`src/rtl/hsv_core_commit_writeback.sv`:
```
// Commit/writeback stage: retires ALU results into the register file, maintains the
// pending-write scoreboard, counts retirements and sequences trap flush and redirect.
module hsv_core_commit_writeback #(
  parameter int                XLEN        = 32,
  parameter logic [XLEN-1:0]   TRAP_VECTOR = 32'h0000_0100,
  parameter int                RETIRE_W    = 64
) (
  input  logic                clk_core,
  input  logic                rst_core,
  input  logic                in_valid,
  output logic                in_ready,
  input  logic [4:0]          in_rd,
  input  logic                in_writeback,
  input  logic [XLEN-1:0]     in_result,
  input  logic [XLEN-1:0]     in_pc,
  input  logic                in_trap,
  input  logic                issue_set,
  input  logic [4:0]          issue_rd,
  output logic [31:0]         busy_mask,
  output logic                rf_we,
  output logic [4:0]          rf_waddr,
  output logic [XLEN-1:0]     rf_wdata,
  output logic                flush_req,
  input  logic                flush_ack,
  output logic                redirect_valid,
  output logic [XLEN-1:0]     redirect_pc,
  output logic [XLEN-1:0]     trap_pc,
  output logic [RETIRE_W-1:0] retired,
  output logic [1:0]          dbg_state_o
);

  localparam logic [1:0] ST_RUN      = 2'd0;
  localparam logic [1:0] ST_FLUSH    = 2'd1;
  localparam logic [1:0] ST_REDIRECT = 2'd2;

  // Handshake: a result transfers on a cycle where in_valid && in_ready; in_ready
  // depends on state only, and in_valid is expected to hold its payload until then.
  logic [1:0]          state_q, state_d;
  logic [31:0]         busy_q, busy_d;
  logic                rf_we_q, rf_we_d;
  logic [4:0]          rf_waddr_q, rf_waddr_d;
  logic [XLEN-1:0]     rf_wdata_q, rf_wdata_d;
  logic                flush_req_q, flush_req_d;
  logic                redirect_valid_q, redirect_valid_d;
  logic [XLEN-1:0]     redirect_pc_q, redirect_pc_d;
  logic [XLEN-1:0]     trap_pc_q, trap_pc_d;
  logic [RETIRE_W-1:0] retired_q, retired_d;

  logic fire;
  logic wr_fire;
  logic flush_done;

  assign in_ready   = (state_q == ST_RUN);
  assign fire       = in_valid & in_ready;
  assign wr_fire    = fire & ~in_trap & in_writeback & (in_rd != 5'd0);
  assign flush_done = (state_q == ST_FLUSH) & flush_req_q & flush_ack;

  always_comb begin
    state_d          = state_q;
    flush_req_d      = flush_req_q;
    redirect_valid_d = 1'b0;
    redirect_pc_d    = redirect_pc_q;
    trap_pc_d        = trap_pc_q;
    case (state_q)
      ST_RUN: begin
        flush_req_d = 1'b0;
        if (fire && in_trap) begin
          state_d     = ST_FLUSH;
          flush_req_d = 1'b1;
          trap_pc_d   = in_pc;
        end
      end
      ST_FLUSH: begin
        flush_req_d = 1'b1;
        if (flush_done) begin
          state_d          = ST_REDIRECT;
          flush_req_d      = 1'b0;
          redirect_valid_d = 1'b1;
          redirect_pc_d    = TRAP_VECTOR;
        end
      end
      ST_REDIRECT: begin
        flush_req_d = 1'b0;
        state_d     = ST_RUN;
      end
      default: begin
        flush_req_d = 1'b0;
        state_d     = ST_RUN;
      end
    endcase
  end

  always_comb begin
    rf_we_d    = wr_fire;
    rf_waddr_d = rf_waddr_q;
    rf_wdata_d = rf_wdata_q;
    if (wr_fire) begin
      rf_waddr_d = in_rd;
      rf_wdata_d = in_result;
    end
  end

  // Clear first, then set, so a same-cycle issue of the same rd stays pending.
  always_comb begin
    busy_d = busy_q;
    if (wr_fire) begin
      busy_d[in_rd] = 1'b0;
    end
    if (issue_set && (issue_rd != 5'd0) && (state_q != ST_FLUSH)) begin
      busy_d[issue_rd] = 1'b1;
    end
    if (flush_done) begin
      busy_d = '0;
    end
    busy_d[0] = 1'b0;
  end

  always_comb begin
    retired_d = retired_q;
    if (fire && !in_trap) begin
      retired_d = retired_q + {{(RETIRE_W-1){1'b0}}, 1'b1};
    end
  end

  always_ff @(posedge clk_core) begin
    if (rst_core) begin
      state_q          <= ST_RUN;
      busy_q           <= '0;
      rf_we_q          <= 1'b0;
      rf_waddr_q       <= '0;
      rf_wdata_q       <= '0;
      flush_req_q      <= 1'b0;
      redirect_valid_q <= 1'b0;
      redirect_pc_q    <= '0;
      trap_pc_q        <= '0;
      retired_q        <= '0;
    end else begin
      state_q          <= state_d;
      busy_q           <= busy_d;
      rf_we_q          <= rf_we_d;
      rf_waddr_q       <= rf_waddr_d;
      rf_wdata_q       <= rf_wdata_d;
      flush_req_q      <= flush_req_d;
      redirect_valid_q <= redirect_valid_d;
      redirect_pc_q    <= redirect_pc_d;
      trap_pc_q        <= trap_pc_d;
      retired_q        <= retired_d;
    end
  end

  assign busy_mask      = busy_q;
  assign rf_we          = rf_we_q;
  assign rf_waddr       = rf_waddr_q;
  assign rf_wdata       = rf_wdata_q;
  assign flush_req      = flush_req_q;
  assign redirect_valid = redirect_valid_q;
  assign redirect_pc    = redirect_pc_q;
  assign trap_pc        = trap_pc_q;
  assign retired        = retired_q;
  assign dbg_state_o    = state_q;

endmodule
```
`config.mk`:
```
export PLATFORM = sky130hd
export DESIGN_NAME = hsv_core_commit_writeback
export DESIGN_NICKNAME = d
export VERILOG_FILES = /design/src/rtl/hsv_core_commit_writeback.sv
export SDC_FILE = /design/constraint.sdc
export NUM_CORES = 1
export LEC_CHECK = 0
export ABC_AREA = 1
export BUFFER_PORTS_ARGS = -buffer_cell sky130_fd_sc_hd__buf_2
export CORE_ASPECT_RATIO = 0.8
export CORE_UTILIZATION = 26
export DETAILED_ROUTE_END_ITERATION = 10
export GPL_ROUTABILITY_DRIVEN = 0
export REMOVE_ABC_BUFFERS = 1
export SLEW_MARGIN = 10
export SYNTH_ARGS = -nofsm -noshare
export SYNTH_HDL_FRONTEND = slang
export SYNTH_SLANG_ARGS = --single-unit
```
`constraint.sdc`:
```
create_clock -name clk_core -period 1.8 [get_ports clk_core]
set_clock_uncertainty 0.1 [all_clocks]
set_input_delay 0.09 -clock clk_core [delete_from_list [all_inputs] [get_ports clk_core]]
set_output_delay 0.09 -clock clk_core [all_outputs]
set_load 0.01 [all_outputs]
```
==> impl_metrics.env, run 1 <==
export IMPL_result_of_the_run="complete, no violations"
export IMPL_worstPathRequired_ns=2.03
export IMPL_grt_remaining_overflow=0
export IMPL_final_max_slew_violation_count=0
export IMPL_critical_path_peak_fanout=4
export IMPL_first_iter_violations=506
export IMPL_placement_rows=57
export IMPL_cts_tree="built"
export IMPL_synthTopCellsByCount="227 x sky130_fd_sc_hd__nor2_1, 208 x sky130_fd_sc_hd__nand2_1, 170 x sky130_fd_sc_hd__dfxtp_1, 118 x sky130_fd_sc_hd__inv_1, 110 x sky130_fd_sc_hd__o21ai_0"
export IMPL_finalHoldViolations=0
export IMPL_final_period_utilization_pct=98.5
export IMPL_grt_first_pass_wirelength_mm=43.2
export IMPL_drt_pre_antenna_iters=5
export IMPL_pre_cts_slack_ns=-0.0378
export IMPL_place_detailed_instances=1851
export IMPL_num_io_pins=284
export IMPL_via_count=8763
export IMPL_synth_top_flop_cell="sky130_fd_sc_hd__dfxtp_1"
export IMPL_slowest_stage="sky130_fd_sc_hd__dfxtp_1"
export IMPL_cts_max_path_buffers=2
export IMPL_minimum_clock_period_after_layout_ns=1.77
export IMPL_final_util_pct=38.1
export IMPL_setup_total_negative_slack_ns=0
export IMPL_mappedNetlistArea_sq_mm=0.00812
export IMPL_track_usage_pct=17.3
export IMPL_chipHeight_um=160
export IMPL_number_of_enable_flip_flop_cells_after_synthesis=0
export IMPL_ys_ff_latch=170
export IMPL_critPathArrivalTime_ns=2.00
export IMPL_timing_critical_path_slowest_cell_delay_ns=0.41
export IMPL_flow_area_growth_from_synthesis_pct=43.0
export IMPL_route_detailed_vias_per_inst=4.46
export IMPL_post_layout_net_count=1618
export IMPL_start_util_pct=26.6
export IMPL_antenna_violations_before_repair=1
export IMPL_p_leak_nw=5.14
export IMPL_worst_setup_path_type="flop to flop"
export IMPL_crit_path_start_kind="flop"
export IMPL_ant_nets=0
export IMPL_synth_top_cell_area_share_pct=41.9
export IMPL_crit_path_frequent_cell="sky130_fd_sc_hd__nand2_1"
export IMPL_clockRootBuffer="sky130_fd_sc_hd__clkbuf_16"
export IMPL_holdWs_ns=0.0289
export IMPL_path_cells="nand2_1 > inv_1 > nand3_1 > nor2_1 > nand2_1 > nor2_4 > nand2_1 > o21ai_0 > nor2_1"
export IMPL_async_flop_share_pct=0
export IMPL_tritoncts_num_sinks=170
export IMPL_netlist_top_cells_area="sky130_fd_sc_hd__dfxtp_1 42%, sky130_fd_sc_hd__nor2_1 10%, sky130_fd_sc_hd__nand2_1 9.6%, sky130_fd_sc_hd__o21ai_0 6.8%, sky130_fd_sc_hd__a21oi_1 5.5%"
export IMPL_place_port_buffers=251
export IMPL_hold_class="primary input to flop"
export IMPL_library_cell_with_the_highest_instance_count_after_synthesis="sky130_fd_sc_hd__nor2_1"
export IMPL_post_dp_hpwl_mm=20.3
export IMPL_max_cap_violations=0
export IMPL_die_area_sq_mm=0.0320
export IMPL_routedWlPerCell_um=14.2
export IMPL_synth_yosys_seq_area_share_pct=41.9
export IMPL_grt_max_degree=51
export IMPL_drt_wl_total_mm=28.0
export IMPL_cts_clk_slew_worst_paths_ns=0.07
export IMPL_yosys_area_top_type="sky130_fd_sc_hd__dfxtp_1"
export IMPL_synthesis_instances=1162
export IMPL_yosys_cell_types_count=46
export IMPL_fmax_mhz=564
export IMPL_ctsHtreeMaxLevel=4
export IMPL_setup_viol_count_final=0
export IMPL_synth_avg_cell_area_sq_um=6.99
export IMPL_final_critical_path_setup_slack_ns=0.0268
export IMPL_drive_above_1_share_pct=28.2
export IMPL_dieWidth_um=200
export IMPL_grt_pass1_vias=8133
export IMPL_floorplan_core_area_sq_mm=0.0305
export IMPL_yosys_warnings=0
export IMPL_clk_latency_ns=0.44
export IMPL_drc=0
export IMPL_rsz0062_at_grt="true"
export IMPL_ir_worst_vdd_mv=0.643
export IMPL_endpoint_kind="flop"
export IMPL_numCtsBuffers=17
export IMPL_power_per_cell_area_mw_per_mm2=730
export IMPL_final_instance_count_excl_fill=1963
sequential cells by signal (all words and copies together) (netlist names):
register / cells
dbg_state_o: 2
rf_we: 1
redirect_valid: 1
redirect_pc: 1
rf_waddr: 5
rf_wdata: 32
flush_req: 1
busy_mask: 31
retired: 64
trap_pc: 32
critical path, delay by kind of cell (launching register included):
kind                   cells  cell delay [ns]
DFF                        1             0.41
and+or+nand+nor            7             0.95
AOI/OAI and AO/OA          1             0.16
buffers and inverters      1             0.06
power by group:
group          switching (mW)  leakage, nW  internal, mW
registers              0.0571         1.39          3.87
logic                   0.525         3.49         0.398
clock network            1.79        0.266          1.84
path summary, 6_finish.rpt:
check | from | to | slack (ns) | cells past startpoint
max | retired[22]$_SDFFE_PP0N_ | retired[33]$_SDFFE_PP0N_ | 0.03 | 9
min reg2reg | trap_pc[12]$_SDFFE_PP0P_ | trap_pc[12]$_SDFFE_PP0P_ | 0.34 | 2
max reg2reg | retired[22]$_SDFFE_PP0N_ | retired[33]$_SDFFE_PP0N_ | 0.03 | 9
min | in_rd[2] | rf_waddr[2]$_SDFFE_PP0N_ | 0.03 | 3
cells in the final DEF (no fill, tap or decap), drive strengths merged, types with 2 or more instances in the layout:
master       instances
conb                32
xnor2                4
nand3               50
nand2              212
inv                127
a21oi               91
nand3b               2
nor3                10
o22ai                2
dfxtp              170
and3                 4
clkinvlp             3
o21bai               6
clkinv               3
dlygate4sd3         77
xor2                 7
clkbuf              19
buf                320
a211oi               2
nand4               33
nor2               247
nor3b                5
o21ai              112
o21a                 5
cell families (layout without fill, tap and decap cells):
logic type / Yosys count / count (layout) / synth area share, %
AO/OA/AOI/OAI: 219 / 219 / 14.1
AND/OR/NAND/NOR: 567 / 567 / 31.2
flip-flops: 170 / 170 / 41.9
XOR/XNOR: 11 / 11 / 1.19
other: 1 / 33 / 0.0462
adder cells (fa/ha/maj): 1 / 1 / 0.154
buffers and inverters: 193 / 549 / 11.5
cell type report:
| cell class | instances | area, sq um |
|---|---|---|
| clock inverters | 13 | 128 |
| clock buffers | 19 | 433 |
| multi-input cells | 830 | 4050 |
| inverters | 120 | 457 |
| fillers | 3296 | 18900 |
| flip-flops and latches | 170 | 3440 |
| well taps | 413 | 517 |
| repair buffers | 397 | 2600 |
| diodes | 1 | 2.50 |
per-stage QoR:
stage,area (sq um),power (mW)
2_1_floorplan,7760,4.40
3_3_place_gp,10100,4.78
3_5_place_dp,10100,4.79
4_1_cts,11400,8.58
5_1_grt,11600,8.84
6_report,11600,8.48
routing by layer:
| layer | track usage, % | part of all wire [%] | up-vias |
|---|---|---|---|
| met5 | 0 | 0 | - |
| met4 | 6.28 | 2.5 | 0 |
| met3 | 4.63 | 7.5 | 47 |
| met2 | 27.4 | 46 | 294 |
| met1 | 22.2 | 44 | 3994 |
| li1 | - | - | 4428 |
timing repair:
action | 4_1_cts | 5_1_grt
endpoints found under the setup margin | 10 | 101
gates resized for setup | 5 | 60
buffers inserted | 0 | 2
hold endpoints to repair | 97 | 0
hold buffers | 77 | 0
pin swaps | 0 | 12
gates cloned | 0 | 0
No activity file was read; power rests on OpenSTA's default activity.
==> run 2, diff against run 1 <==
--- a/config.mk
+++ b/config.mk
@@ -12,6 +12,7 @@
 export DETAILED_ROUTE_END_ITERATION = 10
 export GPL_ROUTABILITY_DRIVEN = 0
 export REMOVE_ABC_BUFFERS = 1
+export SETUP_SLACK_MARGIN = 0.05
 export SLEW_MARGIN = 10
 export SYNTH_ARGS = -nofsm -noshare
 export SYNTH_HDL_FRONTEND = slang
==> constraint.sdc (replaced) <==
create_clock -name clk_core -period 2 [get_ports clk_core]
set_clock_uncertainty 0.1 [all_clocks]
set_input_delay 0.3 -clock clk_core [delete_from_list [all_inputs] [get_ports clk_core]]
set_output_delay 0.3 -clock clk_core [all_outputs]
set_load 0.01 [all_outputs]
==> run 2 against run 1 <==
Sequential cell count unchanged. Critical endpoint is now retired[60]$_SDFFE_PP0N_. Critical path depth unchanged. Wire length is 5.8% lower. Sequential power shrank 9.9%. Utilization shrank 2.9 points. Critical path type unchanged. Total power fell by 9.3%. Sequential share of layout area up 2.1 points. Clock-buffer cell count fell by 1. Worst setup slack improved by 0.14 ns. Non-clock buffer count is 93 lower. Die area did not move.
==> impl_metrics.env, run 2 (same netlist as run 1, synthesis figures left out) <==
export IMPL_result_of_the_run="complete, no violations"
export IMPL_route_detailed_vias_per_inst=4.49
export IMPL_holdWs_ns=0.0217
export IMPL_crit_path_frequent_cell="sky130_fd_sc_hd__nand2_1"
export IMPL_power_per_cell_area_mw_per_mm2=716
export IMPL_ctsHtreeMaxLevel=4
export IMPL_flow_area_growth_from_synthesis_pct=32.3
export IMPL_number_of_flip_flops_in_the_largest_register=64
export IMPL_numCtsBuffers=17
export IMPL_crit_path_start_kind="flop"
export IMPL_drt_wl_total_mm=26.3
export IMPL_final_util_pct=35.2
export IMPL_pre_cts_slack_ns=0.0168
export IMPL_post_layout_net_count=1525
export IMPL_clk_latency_ns=0.43
export IMPL_ant_nets=0
export IMPL_tritoncts_num_sinks=170
export IMPL_final_instance_count_excl_fill=1869
export IMPL_hold_class="primary input to flop"
export IMPL_drc=0
export IMPL_comb_power_share_pct=9.6
export IMPL_num_io_pins=284
export IMPL_switching_share_pct=27.4
export IMPL_chipHeight_um=160
export IMPL_layout_cells_most_common="sky130_fd_sc_hd__buf_2"
export IMPL_start_util_pct=26.6
export IMPL_grt_remaining_overflow=0
export IMPL_seq_power_share_pct=46.0
export IMPL_worstPathRequired_ns=2.23
export IMPL_cts_clk_slew_worst_paths_ns=0.07
export IMPL_drt_pre_antenna_iters=5
export IMPL_grt_pass1_vias=7613
export IMPL_minimum_clock_period_after_layout_ns=1.83
export IMPL_final_period_utilization_pct=91.7
export IMPL_ir_worst_vdd_mv=0.570
export IMPL_most_used_cells_in_the_layout_excluding_fill_and_tap_cells="251 x sky130_fd_sc_hd__buf_2, 223 x sky130_fd_sc_hd__nor2_1, 208 x sky130_fd_sc_hd__nand2_1"
export IMPL_grt_first_pass_wirelength_mm=41.1
export IMPL_power_report_internal_total_mw=5.58
export IMPL_insertedDiodeCount=0
export IMPL_critPathArrivalTime_ns=2.06
export IMPL_max_slew_worst_pin_slew_ns=0.525
export IMPL_finalHoldViolations=0
export IMPL_post_dp_hpwl_mm=19.4
export IMPL_critical_path_peak_fanout=5
export IMPL_first_iter_violations=491
export IMPL_via_count=8388
export IMPL_floorplan_core_area_sq_mm=0.0305
export IMPL_place_port_buffers=251
export IMPL_worst_setup_path_type="flop to flop"
export IMPL_dieWidth_um=200
export IMPL_fmax_mhz=545
export IMPL_num_fill_cells=3332
export IMPL_timing_critical_path_slowest_cell_delay_ns=0.45
export IMPL_rsz0062_at_grt="true"
export IMPL_max_cap_violations=0
export IMPL_die_area_sq_mm=0.0320
export IMPL_drive_above_1_share_pct=25.4
export IMPL_cts_tree="built"
export IMPL_p_leak_nw=4.75
export IMPL_setup_viol_count_final=0
export IMPL_antenna_violations_before_repair=1
export IMPL_cts_max_path_buffers=2
export IMPL_routedWlPerCell_um=14.1
export IMPL_hold_depth=3
export IMPL_path_cells="nand2_1 > nor2_1 > nand3_1 > nor2_4 > nand2_1 > nor2_2 > nand2_1 > nand2_1 > nor2_1"
export IMPL_final_max_slew_violation_count=0
export IMPL_grt_max_degree=67
export IMPL_track_usage_pct=16.4
export IMPL_slowest_stage="sky130_fd_sc_hd__dfxtp_1"
export IMPL_footprint_of_the_flip_flops_and_latches_sq_mm=0.00341
export IMPL_endpoint_kind="flop"
export IMPL_placement_rows=57
export IMPL_timing_max_slew_rel_slack_pct=65.0
export IMPL_r2r_cells=9
export IMPL_multiInputGateArea_sq_mm=0.00396
export IMPL_power_clock_fraction_pct=44.4
export IMPL_clockRootBuffer="sky130_fd_sc_hd__clkbuf_16"
export IMPL_power_switching_mw=2.11
export IMPL_place_detailed_instances=1813
export IMPL_final_critical_path_setup_slack_ns=0.166
[run 2: cell count changes in the layout (fill, tap and decap cells not counted), moves of 6 or more]
| cell | change |
|---|---|
| sky130_fd_sc_hd__dlygate4sd3_1 | -62 |
| sky130_fd_sc_hd__buf_12 | +6 |
| sky130_fd_sc_hd__dfxtp_2 | -17 |
| sky130_fd_sc_hd__dfxtp_1 | +19 |
| sky130_fd_sc_hd__nor2_1 | +13 |
| sky130_fd_sc_hd__nor2_2 | -9 |
| sky130_fd_sc_hd__buf_4 | -33 |
[run 2: per-stage QoR]
step | instance area (sq um) | setup TNS, ns | total power, mW
floorplan | 7760 | -41.74 | 3.96
global placement | 9830 | 0 | 4.30
detailed placement | 9830 | 0 | 4.31
CTS | 10600 | 0 | 7.80
global route | 10700 | -0.0144 | 8.05
finish | 10700 | 0 | 7.69
[run 2: worst max-delay path, delay by kind of cell (launching register included)]
kind | cells | cell delay (ns)
AND/OR/NAND/NOR | 9 | 1.17
flip-flops | 1 | 0.45
[run 2: final cells by class]
class                      instances  area share, %
multi-input combinational        830           36.9
timing repair buffer             304           16.8
clock buffer                      18           4.09
sequential                       170           31.7
clock inverter                    14           1.46
inverter                         120           4.27
tap                              413           4.81
[run 2: layer usage]
metal	part of all wire (%)	up-vias	global-route usage (%)
met4	1.8	2	5.31
met2	46	285	25.4
li1	-	4232	-
met5	0.049	-	0
met1	45	3835	21.9
met3	7.7	34	4.27
[run 2: worst paths after layout]
kind,start,to,slack [ns]
setup / recovery,retired[27]$_SDFFE_PP0N_,retired[60]$_SDFFE_PP0N_,0.17
hold / removal,in_result[14],rf_wdata[14]$_SDFFE_PP0N_,0.02
setup reg to reg,retired[27]$_SDFFE_PP0N_,retired[60]$_SDFFE_PP0N_,0.17
hold reg to reg,trap_pc[11]$_SDFFE_PP0P_,trap_pc[11]$_SDFFE_PP0P_,0.34
[run 2: power groups by stage]
stage | Sequential, mW | Combinational [mW] | Clock, mW
after global placement | 3.61 | 0.692 | 0
final | 3.54 | 0.736 | 3.42
after floorplan | 3.66 | 0.294 | 0
after global routing | 3.55 | 0.817 | 3.68
after detailed placement | 3.62 | 0.698 | 0
after CTS | 3.54 | 0.722 | 3.54
[run 2: what timing repair did]
item | CTS | global route
hold endpoints to repair | 15 | 0
resized for setup | 1 | 15
setup buffers | 2 | 7
hold buffers | 15 | 0
endpoints found under the setup margin | 7 | 98
pin swaps | 1 | 3
==> run 3, diff against run 2 <==
--- a/config.mk
+++ b/config.mk
@@ -7,7 +7,6 @@
 export LEC_CHECK = 0
 export ABC_AREA = 1
 export BUFFER_PORTS_ARGS = -buffer_cell sky130_fd_sc_hd__buf_2
-export CORE_ASPECT_RATIO = 0.8
 export CORE_UTILIZATION = 26
 export DETAILED_ROUTE_END_ITERATION = 10
 export GPL_ROUTABILITY_DRIVEN = 0
==> constraint.sdc (replaced) <==
create_clock -name clk_core -period 2.2 [get_ports clk_core]
set_clock_uncertainty 0.1 [all_clocks]
set_input_delay 0.33 -clock clk_core [delete_from_list [all_inputs] [get_ports clk_core]]
set_output_delay 0.33 -clock clk_core [all_outputs]
set_load 0.01 [all_outputs]
==> run 3 against run 2 <==
Sequential share of layout area up 1.4 points. Worst setup slack improved by 0.033 ns. Utilization down 1.7 points. Global-route usage decreased by 0.34 points.
==> impl_metrics.env, run 3 (same netlist as run 1, synthesis figures left out) <==
export IMPL_most_used_cells_in_the_layout_excluding_fill_and_tap_cells="251 x sky130_fd_sc_hd__buf_2, 227 x sky130_fd_sc_hd__nor2_1, 208 x sky130_fd_sc_hd__nand2_1"
export IMPL_cts_clk_slew_worst_paths_ns=0.08
export IMPL_min_delay_start="in_result[20]"
export IMPL_numCtsBuffers=17
export IMPL_layout_cells_most_common="sky130_fd_sc_hd__buf_2"
export IMPL_timing_max_slew_rel_slack_pct=56.6
export IMPL_start_util_pct=26.5
export IMPL_drc=0
export IMPL_drt_pre_antenna_iters=6
export IMPL_switching_share_pct=27.6
export IMPL_track_usage_pct=16.0
export IMPL_final_period_utilization_pct=91.0
export IMPL_place_port_buffers=251
export IMPL_setup_total_negative_slack_ns=0
export IMPL_critical_path_peak_fanout=14
export IMPL_rsz0062_at_grt="false"
export IMPL_ant_nets=0
export IMPL_hold_depth=3
export IMPL_clockRootBuffer="sky130_fd_sc_hd__clkbuf_16"
export IMPL_worst_setup_path_type="flop to flop"
export IMPL_rr_endpoint="retired[42]$_SDFFE_PP0N_"
export IMPL_minimum_clock_period_after_layout_ns=2.00
export IMPL_hold_class="primary input to flop"
export IMPL_drt_wl_total_mm=25.7
export IMPL_ir_worst_vdd_mv=0.484
export IMPL_slowest_stage="sky130_fd_sc_hd__dfxtp_1"
export IMPL_fmax_mhz=500
export IMPL_rrSetupSlack_ns=0.20
export IMPL_grt_max_degree=67
export IMPL_via_count=8196
export IMPL_max_slew_worst_pin_slew_ns=0.648
export IMPL_drive_above_1_share_pct=23.8
export IMPL_ctsHtreeMaxLevel=4
export IMPL_r2r_cells=10
export IMPL_pre_cts_slack_ns=0.188
export IMPL_post_dp_hpwl_mm=19.2
export IMPL_insertedDiodeCount=0
export IMPL_die_area_sq_mm=0.0319
export IMPL_finalHoldViolations=0
export IMPL_power_report_internal_total_mw=5.02
export IMPL_tritoncts_num_sinks=170
export IMPL_p_leak_nw=4.53
export IMPL_floorplan_core_area_sq_mm=0.0307
export IMPL_comb_power_share_pct=8.9
export IMPL_chipHeight_um=179
export IMPL_clk_latency_ns=0.45
export IMPL_grt_remaining_overflow=0
export IMPL_seq_power_share_pct=46.4
export IMPL_power_per_cell_area_mw_per_mm2=675
export IMPL_post_layout_net_count=1488
export IMPL_holdWs_ns=0.0253
export IMPL_final_critical_path_setup_slack_ns=0.199
export IMPL_critPathArrivalTime_ns=2.22
export IMPL_crit_path_start_kind="flop"
export IMPL_timing_critical_path_slowest_cell_delay_ns=0.38
export IMPL_cts_tree="built"
export IMPL_setup_viol_count_final=0
export IMPL_flow_area_growth_from_synthesis_pct=26.5
export IMPL_result_of_the_run="complete, no violations"
export IMPL_number_of_flip_flops_in_the_largest_register=64
export IMPL_cts_max_path_buffers=2
export IMPL_antenna_violations_before_repair=0
export IMPL_power_clock_fraction_pct=44.7
export IMPL_grt_pass1_vias=7376
export IMPL_placement_rows=64
export IMPL_power_switching_mw=1.91
export IMPL_crit_path_frequent_cell="sky130_fd_sc_hd__nor2_2"
export IMPL_worstPathRequired_ns=2.42
export IMPL_dieWidth_um=179
export IMPL_finish_instance_area_sq_mm=0.0103
export IMPL_route_detailed_vias_per_inst=4.52
export IMPL_max_cap_violations=0
export IMPL_min_delay_worst_endpoint="rf_wdata[20]$_SDFFE_PP0N_"
export IMPL_final_max_slew_violation_count=0
export IMPL_routedWlPerCell_um=14.2
export IMPL_place_area_sq_mm=0.00964
export IMPL_num_fill_cells=3370
export IMPL_first_iter_violations=440
export IMPL_num_io_pins=284
export IMPL_endpoint_kind="flop"
export IMPL_worst_r2r_startpoint="retired[0]$_SDFFE_PP0N_"
export IMPL_path_cells="ha_1 > inv_1 > nor2_2 > nand2_2 > nor2_8 > nand3_2 > nor2_2 > nand3_1 > nand2_1 > nor2_1"
export IMPL_grt_first_pass_wirelength_mm=39.3
==> run 3: how the worst max path moves through the flow <==
stage          slack (ns)                   startpoint                           to  depth (start not counted)
6_report             0.20      retired[0]$_SDFFE_PP0N_     retired[42]$_SDFFE_PP0N_                         10
2_1_floorplan       -0.57                     rst_core  dbg_state_o[0]$_SDFFE_PP0P_                          3
3_3_place_gp         0.19                      in_trap     retired[29]$_SDFFE_PP0N_                          8
3_5_place_dp         0.19                      in_trap     retired[29]$_SDFFE_PP0N_                          8
5_1_grt              0.08      retired[0]$_SDFFE_PP0N_     retired[50]$_SDFFE_PP0N_                         11
4_1_cts              0.19  dbg_state_o[1]$_SDFFE_PP0P_     retired[29]$_SDFFE_PP0N_                          7
==> run 3: power by group through the flow <==
stage	Combinational, mW	Clock, mW	Sequential (mW)
2_1_floorplan	0.267	0	3.33
3_3_place_gp	0.608	0	3.29
3_5_place_dp	0.614	0	3.29
4_1_cts	0.616	3.20	3.22
5_1_grt	0.692	3.32	3.23
6_report	0.617	3.10	3.22
==> run 3: cell type report <==
class                      instances  area (sq um)  area share (%)
multi-input combinational        830          3910            38.0
clock buffer                      17           425            4.14
sequential                       170          3400            33.1
clock inverter                    15           181            1.77
timing repair buffer             267          1400            13.6
inverter                         120           457            4.45
tap                              396           495            4.82
==> run 3: worst max-delay path: cells and delay by family (launching register included) <==
kind	cells	cell delay, ns
simple gates	8	1.18
flops	1	0.38
fa+ha+maj	1	0.16
buf+inv	1	0.07
==> run 3: stage by stage <==
step	power [mW]	cells	utilization (%)
floorplan	3.60	1120	-
global placement	3.89	1780	31.4
detailed placement	3.90	1780	31.4
CTS	7.04	1812	33.4
global route	7.24	1815	33.5
finish	6.93	1815	33.5
==> run 3: repair_timing <==
item                                    4_1_cts  5_1_grt
hold buffers                                  0        0
endpoints found under the setup margin        0        1
buffers inserted                              0        3
gates resized for setup                       0        0
==> run 3: routing by layer <==
layer	part of all wire (%)	vias up	routed length, um	global-route usage [%]
met1	43	3726	11200	19.8
li1	-	4169	-	-
met3	6.0	29	1540	3.37
met5	0	-	0	0
met2	49	272	12500	27.3
met4	1.8	0	455	5.93
